<file path="src/rtl/pwm_led_dimmer.sv">
// pwm_led_dimmer: multi-channel PWM LED brightness controller.
//
// One shared prescaler and period counter drive CHANNELS per-channel lanes.
// Each lane has a pending duty register, written at any time. The active
// duty is loaded from the pending register only at period boundaries, so
// duty updates never glitch. A lane can instead run a triangle "breathe"
// ramp on its active duty.
//
// Ports:
//   clk           system clock, rising edge
//   rst           asynchronous active-high reset
//   enable        1 = run PWM; 0 = hold counters at 0, LEDs off
//   duty_wr_en    write strobe for a pending duty register
//   duty_wr_ch    target channel; values >= CHANNELS are ignored
//   duty_wr_data  new duty 0..2^RES_BITS; larger values clamp to 2^RES_BITS
//   breathe_en    per-channel mode: 0 = fixed duty, 1 = breathe ramp
//   led           registered PWM outputs
//   period_start  1-cycle pulse on the first cycle of each new period

// One channel: pending/active duty, breathe direction and the output compare.
module pwm_led_dimmer_lane #(
    parameter int RES_BITS     = 8,
    parameter int BREATHE_STEP = 1
) (
    input  logic                clk,
    input  logic                rst,
    input  logic                enable,
    input  logic                boundary,
    input  logic                breathe,
    input  logic                wr,
    input  logic [RES_BITS:0]   wr_data,
    input  logic [RES_BITS-1:0] cnt,
    output logic                led
);
    localparam int DW = RES_BITS + 1;
    localparam logic [DW-1:0] FULL = {1'b1, {RES_BITS{1'b0}}};
    localparam logic [DW-1:0] STEP = DW'(BREATHE_STEP);

    logic [DW-1:0] pending, active, active_d;
    logic          dir_up, dir_d;
    logic [DW:0]   up_sum;
    logic          hit_top, hit_bot;

    // One extra bit so FULL + STEP cannot wrap before the saturation test.
    assign up_sum  = {1'b0, active} + {1'b0, STEP};
    assign hit_top = up_sum >= {1'b0, FULL};
    assign hit_bot = active <= STEP;

    always_comb begin
        active_d = active;
        dir_d    = dir_up;
        if (!enable) begin
            // While idle, fixed lanes track pending so re-enable starts fresh.
            if (!breathe) active_d = pending;
        end else if (boundary) begin
            if (!breathe) begin
                active_d = pending;
            end else if (dir_up) begin
                if (hit_top) begin
                    active_d = FULL;
                    dir_d    = 1'b0;
                end else begin
                    active_d = up_sum[DW-1:0];
                end
            end else begin
                if (hit_bot) begin
                    active_d = '0;
                    dir_d    = 1'b1;
                end else begin
                    active_d = active - STEP;
                end
            end
        end
    end

    always_ff @(posedge clk or posedge rst) begin
        if (rst) begin
            pending <= '0;
            active  <= '0;
            dir_up  <= 1'b1;
            led     <= 1'b0;
        end else begin
            if (wr) pending <= wr_data;
            active <= active_d;
            dir_up <= dir_d;
            led    <= enable && ({1'b0, cnt} < active);
        end
    end
endmodule

module pwm_led_dimmer #(
    parameter int   CHANNELS     = 3,
    parameter int   RES_BITS     = 8,
    parameter int   PRESCALE     = 1,
    parameter int   BREATHE_STEP = 1,
    localparam int  CW           = (CHANNELS > 1) ? $clog2(CHANNELS) : 1
) (
    input  logic                clk,
    input  logic                rst,
    input  logic                enable,
    input  logic                duty_wr_en,
    input  logic [CW-1:0]       duty_wr_ch,
    input  logic [RES_BITS:0]   duty_wr_data,
    input  logic [CHANNELS-1:0] breathe_en,
    output logic [CHANNELS-1:0] led,
    output logic                period_start
);
    localparam int PW = (PRESCALE > 1) ? $clog2(PRESCALE) : 1;
    localparam int DW = RES_BITS + 1;
    localparam logic [DW-1:0] FULL = {1'b1, {RES_BITS{1'b0}}};

    logic [PW-1:0]       pre;
    logic [RES_BITS-1:0] cnt;
    logic                tick, boundary;
    logic [DW-1:0]       wr_clamped;

    assign tick       = enable && (pre == PW'(PRESCALE - 1));
    assign boundary   = tick && (cnt == '1);
    assign wr_clamped = (duty_wr_data > FULL) ? FULL : duty_wr_data;

    always_ff @(posedge clk or posedge rst) begin
        if (rst) begin
            pre          <= '0;
            cnt          <= '0;
            period_start <= 1'b0;
        end else begin
            period_start <= boundary;
            if (!enable) begin
                pre <= '0;
                cnt <= '0;
            end else begin
                pre <= tick ? '0 : pre + PW'(1);
                if (tick) cnt <= cnt + 1'b1;
            end
        end
    end

    for (genvar i = 0; i < CHANNELS; i++) begin : g_lane
        pwm_led_dimmer_lane #(
            .RES_BITS    (RES_BITS),
            .BREATHE_STEP(BREATHE_STEP)
        ) u_lane (
            .clk     (clk),
            .rst     (rst),
            .enable  (enable),
            .boundary(boundary),
            .breathe (breathe_en[i]),
            // Out-of-range channel numbers never match any lane index.
            .wr      (duty_wr_en && (duty_wr_ch == CW'(i))),
            .wr_data (wr_clamped),
            .cnt     (cnt),
            .led     (led[i])
        );
    end
endmodule

</file>
<file path="config.mk">
export PLATFORM = sky130hd
export DESIGN_NAME = pwm_led_dimmer
export DESIGN_NICKNAME = d
export VERILOG_FILES = /design/src/rtl/pwm_led_dimmer.sv
export SDC_FILE = /design/constraint.sdc
export NUM_CORES = 1
export LEC_CHECK = 0
export CORE_AREA = 3 3 138 140
export CTS_CLUSTER_DIAMETER = 80
export DETAILED_ROUTE_END_ITERATION = 8
export DIE_AREA = 0 0 141 143
export PLACE_DENSITY = 0.42
export SETUP_SLACK_MARGIN = 0.1
export SLEW_MARGIN = 15
export SYNTH_ARGS = -nofsm -noshare
export SYNTH_HDL_FRONTEND = slang
export SYNTH_HIERARCHICAL = 1
export SYNTH_SLANG_ARGS = --single-unit
</file>
<file path="constraint.sdc">
create_clock -name clk -period 2.5 [get_ports clk]
set_input_delay 0.5 -clock clk [delete_from_list [all_inputs] [get_ports clk]]
set_output_delay 0.5 -clock clk [all_outputs]
set_load 0.005 [all_outputs]
</file>
==> results of run 1 <==
where the power goes:
group / internal, W / leakage (nW) / total, W / switching [W]
registers: 0.00127 / 0.843 / 0.00151 / 0.000234
clock network: 0.000828 / 0.152 / 0.00134 / 0.000515
logic: 0.000419 / 1.64 / 0.000895 / 0.000476
registers in the layout, summed over array words and instances, names as in the netlist:
signal	cells
g_lane.u_lane/pending	27
cnt	8
g_lane.u_lane/active	27
pre	1
period_start	1
g_lane.u_lane/dir_up	3
g_lane.u_lane/led	3
synth_stat cells, types with 4 or more instances:
cell and n:
o21ai_0 29, inv_1 35, xnor2_1 25, or3_1 23, buf_6 6, a211oi_1 12
nand3_1 28, mux2_2 27, nand2b_1 5, mux2i_1 5, a21oi_1 51, nor2_1 18
a21o_1 9, buf_2 15, nand2_1 39, and2_1 4, a211o_1 6, a21oi_2 6
clkbuf_1 10, nor2b_1 12, dfrtp_1 67, ha_1 31, nor3_1 11
how the worst max path moves through the flow:
stage / to / cells past startpoint
floorplan: g_lane[0].u_lane/active[2]$_DFFE_PP0P_ / 7
global placement: g_lane[1].u_lane/active[7]$_DFFE_PP0P_ / 9
detailed placement: g_lane[1].u_lane/active[7]$_DFFE_PP0P_ / 9
CTS: g_lane[1].u_lane/active[7]$_DFFE_PP0P_ / 8
global route: g_lane[0].u_lane/led$_DFF_PP0_ / 8
finish: g_lane[1].u_lane/active[7]$_DFFE_PP0P_ / 8
final cells by class:
class / instances / share of cell area, %
Tap cell: 229 / 4.75
Timing Repair Buffer: 50 / 7.30
Clock inverter: 5 / 0.933
Inverter: 35 / 2.18
Clock buffer: 11 / 4.19
Multi-Input combinational cell: 421 / 51.6
Sequential cell: 70 / 29.1
routing by layer:
metal	vias up	track usage (%)
met5	-	0
met3	11	2.24
met4	0	4.13
li1	2073	-
met2	86	23.9
met1	2078	21.8
through the flow:
| stage | instance area, um^2 | cells |
|---|---|---|
| final | 6030 | 821 |
| after floorplan | 5200 | 560 |
| after global placement | 5730 | 805 |
| after global routing | 6030 | 821 |
| after detailed placement | 5730 | 805 |
| after CTS | 6030 | 821 |
cell families (layout without fill, tap and decap cells):
logic type | count (synthesis) | after routing
adder cells (fa/ha/maj) | 31 | 31
other | 1 | 1
XOR/XNOR | 28 | 28
flip-flops | 70 | 70
multiplexers | 32 | 32
AO/OA/AOI/OAI | 151 | 151
buffers and inverters | 69 | 101
AND/OR/NAND/NOR | 178 | 178
==> metrics.csv, run 1 <==
metric;value;unit
First-pass DRT Iterations;4;
CTS sink cnt;70;
Total Power;0.00375;W
register area share after synthesis;33.8;%
initial antenna violation count;0;
CTS Buf Count;9;
largest net degree at the start of global routing;21;
Worst-Skew Late Latency;0.33;ns
Max Slew Vio Count;0;
largest family of logic cells by synthesized area;compound AO/OA/AOI/OAI gates;
Post-Synth Simple-Gate Area;20.2;%
clock root buffer;clkbuf_16;
Die Y;143;um
Reg2Reg Launch Point;cnt[3]$_DFFE_PP0P_;
Hold Slack;0.500;ns
ant diodes;0;
met2 WL post-DR;6500;um
setup bufs post-CTS;0;
Crit-path slowest cell;dfrtp_1;
Port Buffers;21;
Worst R2R Path Depth;8;
CP max FO;9;
setup TNS;0;ns
Min-Delay Path Class;flip-flop to flip-flop;
status;completed;
Final Util;33.6;%
post-synthesis instance total;560;
DRT antenna net count;0;
Die ar.;0.0202;mm^2
critical path arrival;2.36;ns
wire length on met3;607;um
max incr delay on CP;0.57;ns
WHS Endpoint;g_lane[1].u_lane/pending[0]$_DFFE_PP0P_;
Async S/R FF share, synth;100;%
Iter 0 DRT Violations;265;
Overflow after GRT;0;
Slew headroom;62.1;%
XOR/XNOR Fraction of Synth Area;4.71;%
H-tree depth;3;
Worst-path clk slew;0.06;ns
nets;636;
DR vias/cell;5.17;
share of cells above drive strength 1;18.6;%
Final HPWL DP;10800;um
post-synthesis mux area share;6.81;%
final hold violation count;0;
Leak;2.63;nW
first-pass GRT wire length;24200;um
Routed WL;14500;um
Resize count post-CTS;0;
Post-Syn Area;0.00520;mm^2
Core Box Area;0.0180;mm^2
library cells used by synthesis;55;
M1 wire length;7260;um
PnR worst setup slack;0.339;ns
worst path cell trace;nand4b_2 -> nor3_1 -> buf_4 -> nor2_1 -> buf_4 -> or3_1 -> o21ai_0 -> a31oi_1;
DR WL/cell;17.7;um
register area;0.00176;mm^2
Rows;49;
maxcap violations;0;
global-route usage over all layers;15.2;%
Syn Area/Cell;9.29;um^2
Clock Path Buffers;2;
crit path launch;cnt[3]$_DFFE_PP0P_;
Max VDD drop;0.309;mV
reg-to-reg slack, setup;0.34;ns
commonest non-fill, non-tap cells in the layout;67 x dfrtp_1, 51 x a21oi_1, 39 x nand2_1;
CP bufs+invs;2;
FF+latch count, synth;70;
die width;141;um
top cell type by total area after synthesis;dfrtp_1;
DR vias;4248;
Final period util;86.4;%
Final GP Congestion;0.836;
Crit. End Element;flip-flop;
Main synth FF type;dfrtp_1;
worst slew pin tran;0.568;ns
Area growth syn-to-layout;16.0;%
Fmax;463;MHz
IO Count;22;
worst reg2reg path endpoint;g_lane[1].u_lane/active[7]$_DFFE_PP0P_;
Syn Nets;609;
Initial Util;29.0;%
clk_skew;0.00722;ns
DP Worst Slack;0.0235;ns
number of global-route vias before repair;4323;
Synth Area in Adders;7.46;%
hold wc startpoint;g_lane[1].u_lane/pending[0]$_DFFE_PP0P_;
most common cell type on the critical path;buf_4;
Post-synth EDFFs;0;
Final Critical Period;2.16;ns
Post-CTS Hold Fix Bufs;0;
worst hold path cell count;1;
PwrDens;621;mW/mm^2
Setup Viol. Count Final;0;
Synth area leaders;dfrtp_1 32%, ha_1 7.5%, mux2_2 5.8%;
top layer reached by signal wires;met4;
Largest delay share family, worst path;simple AND/OR/NAND/NOR gates;
commonest non-fill, non-tap cell in the layout;dfrtp_1;
top-area cell type share of the netlist area;32.2;%
Req. time, crit path;2.70;ns
area of the multi-input gates;0.00311;mm^2
Setup crit start kind;flip-flop;
synth warn;6;
WS Path Type;flip-flop to flip-flop;
Synth Area in Compound Gates;20.6;%
CTS tree;built;
FILL cells;1871;
RSZ-0062 raised after global routing;no;
drc violations;0;
Power figures use the tool's default switching activity.
==> inputs of run 2 (changes only) <==
--- a/config.mk
+++ b/config.mk
@@ -9,8 +9,9 @@
 export CTS_CLUSTER_DIAMETER = 80
 export DETAILED_ROUTE_END_ITERATION = 8
 export DIE_AREA = 0 0 141 143
-export PLACE_DENSITY = 0.42
+export PLACE_DENSITY = 0.41
 export SETUP_SLACK_MARGIN = 0.1
+export SKIP_LAST_GASP = 1
 export SLEW_MARGIN = 15
 export SYNTH_ARGS = -nofsm -noshare
 export SYNTH_HDL_FRONTEND = slang
==> constraint.sdc (replaced) <==
create_clock -name clk -period 2.2 [get_ports clk]
set_input_delay 0.44 -clock clk [delete_from_list [all_inputs] [get_ports clk]]
set_output_delay 0.44 -clock clk [all_outputs]
set_load 0.005 [all_outputs]
==> metrics.csv, run 2 (same netlist as run 1, synthesis figures left out) <==
metric;value;unit
status;completed;
Stages on worst setup path;6;
Final Critical Period;1.96;ns
FILL cells;1841;
setup bufs post-CTS;0;
Largest delay share family, worst path;compound AO/OA/AOI/OAI gates;
Worst R2R Path Depth;6;
Comb pwr share;26.1;%
nets;662;
Crit. End Element;flip-flop;
max incr delay on CP;0.51;ns
Final HPWL DP;11400;um
Core Box Area;0.0180;mm^2
Overflow after GRT;0;
DR vias/cell;5.10;
Min-Delay Path Class;flip-flop to flip-flop;
Total Power;0.00420;W
Clock Power Share;33.4;%
worst path cell trace;ha_1 -> and4_1 -> a21o_1 -> a21boi_4 -> a21oi_1 -> a211oi_1;
CP max FO;9;
P_sw;0.00145;W
Fmax;511;MHz
H-tree depth;3;
register area;0.00176;mm^2
Crit-path slowest cell;dfrtp_1;
critical path arrival;2.21;ns
number of global-route vias before repair;4413;
Rows;49;
Max VDD drop;0.384;mV
ant diodes;0;
Req. time, crit path;2.45;ns
Final GP Congestion;0.837;
CTS tree;built;
Worst-path clk slew;0.06;ns
Max Slew Vio Count;0;
Initial Util;29.0;%
die width;141;um
CTS Buf Count;9;
maxcap violations;0;
Port Buffers;21;
drc violations;0;
PnR worst setup slack;0.245;ns
Clock Path Buffers;2;
first-pass GRT wire length;24300;um
Area growth syn-to-layout;20.6;%
Iter 0 DRT Violations;242;
final hold violation count;0;
Routed WL;14800;um
Resize count post-CTS;0;
Post-CTS Hold Fix Bufs;0;
DR WL/cell;17.5;um
RSZ-0062 raised after global routing;no;
commonest non-fill, non-tap cell in the layout;dfrtp_1;
First-pass DRT Iterations;5;
global-route usage over all layers;15.3;%
worst hold path cell count;1;
CP bufs+invs;0;
WS Path Type;flip-flop to flip-flop;
Worst-Skew Late Latency;0.34;ns
commonest non-fill, non-tap cells in the layout;67 x dfrtp_1, 51 x buf_4, 48 x a21oi_1;
Setup crit start kind;flip-flop;
PwrDens;669;mW/mm^2
clk_skew;0.00698;ns
CTS sink cnt;70;
Leak;2.78;nW
share of cells above drive strength 1;23.1;%
DRT antenna net count;0;
initial antenna violation count;0;
cell internal pwr;0.00275;W
biggest regs;g_lane.u_lane/active x27, g_lane.u_lane/pending x27, cnt x8;
IO Count;22;
sw frac;34.5;%
Die ar.;0.0202;mm^2
Seq pwr share;40.5;%
clock root buffer;clkbuf_16;
Die Y;143;um
Final period util;88.9;%
DR vias;4322;
area of the multi-input gates;0.00315;mm^2
largest net degree at the start of global routing;21;
DP Worst Slack;-0.132;ns
Setup Viol. Count Final;0;
## run 2: changes by cell type in the layout (fill, tap and decap cells not counted), moves of 2 or more
| cell | previous run | this run |
|---|---|---|
| nor2_2 | 0 | 2 |
| buf_4 | 28 | 51 |
| clkbuf_8 | 2 | 0 |
| a21oi_1 | 51 | 48 |
| a21oi_2 | 6 | 9 |
| nor2_1 | 18 | 16 |
| clkinv_4 | 0 | 2 |
| inv_6 | 1 | 3 |
| buf_12 | 1 | 3 |
## run 2: metrics by stage
stage	hold WS, ns	utilization (%)	instance area (um^2)	TNS [ns]	instances
final	0.511	34.9	6270	0	847
after global routing	0.530	34.9	6270	0	847
after CTS	0.515	34.8	6240	0	847
after detailed placement	0.497	33.2	5960	-2.05	831
after global placement	0.494	33.2	5960	-2.23	831
after floorplan	0.280	-	5220	0	560
## run 2: layout make-up
class                      count  share of cell area [%]
clock buffer                   9                    3.59
clock inverter                 7                   0.897
inverter                      35                    2.09
multi-input combinational    421                    50.3
sequential                    70                    28.0
tap                          229                    4.57
timing repair buffer          76                    10.6
## run 2: power by group through the flow
stage | clock (W) | combinational [W] | sequential [W]
4_1_cts | 0.00145 | 0.00110 | 0.00170
6_report | 0.00140 | 0.00110 | 0.00170
3_5_place_dp | 0 | 0.00109 | 0.00173
3_3_place_gp | 0 | 0.00109 | 0.00173
5_1_grt | 0.00150 | 0.00124 | 0.00173
2_1_floorplan | 0 | 0.000913 | 0.00154
## run 2: final timing paths
kind	endpoint	start	slack, ns
worst max-delay path	g_lane[2].u_lane/active[2]$_DFFE_PP0P_	g_lane[2].u_lane/active[0]$_DFFE_PP0P_	0.24
min in group asynchronous	period_start$_DFF_PP0_	rst	0.56
max in group asynchronous	g_lane[2].u_lane/dir_up$_DFFE_PP1P_	rst	1.13
worst min-delay path	g_lane[0].u_lane/pending[0]$_DFFE_PP0P_	g_lane[0].u_lane/pending[0]$_DFFE_PP0P_	0.51
worst max register to register	g_lane[2].u_lane/active[2]$_DFFE_PP0P_	g_lane[2].u_lane/active[0]$_DFFE_PP0P_	0.24
worst min register to register	g_lane[0].u_lane/pending[0]$_DFFE_PP0P_	g_lane[0].u_lane/pending[0]$_DFFE_PP0P_	0.51
## run 2: per-layer routing
layer	vias to the layer above	wire length (um)	global-route usage, %
li1	2135	-	-
met1	2096	7110	20.8
met2	74	7130	25.2
met3	17	331	2.38
met4	0	221	4.44
met5	-	0	0
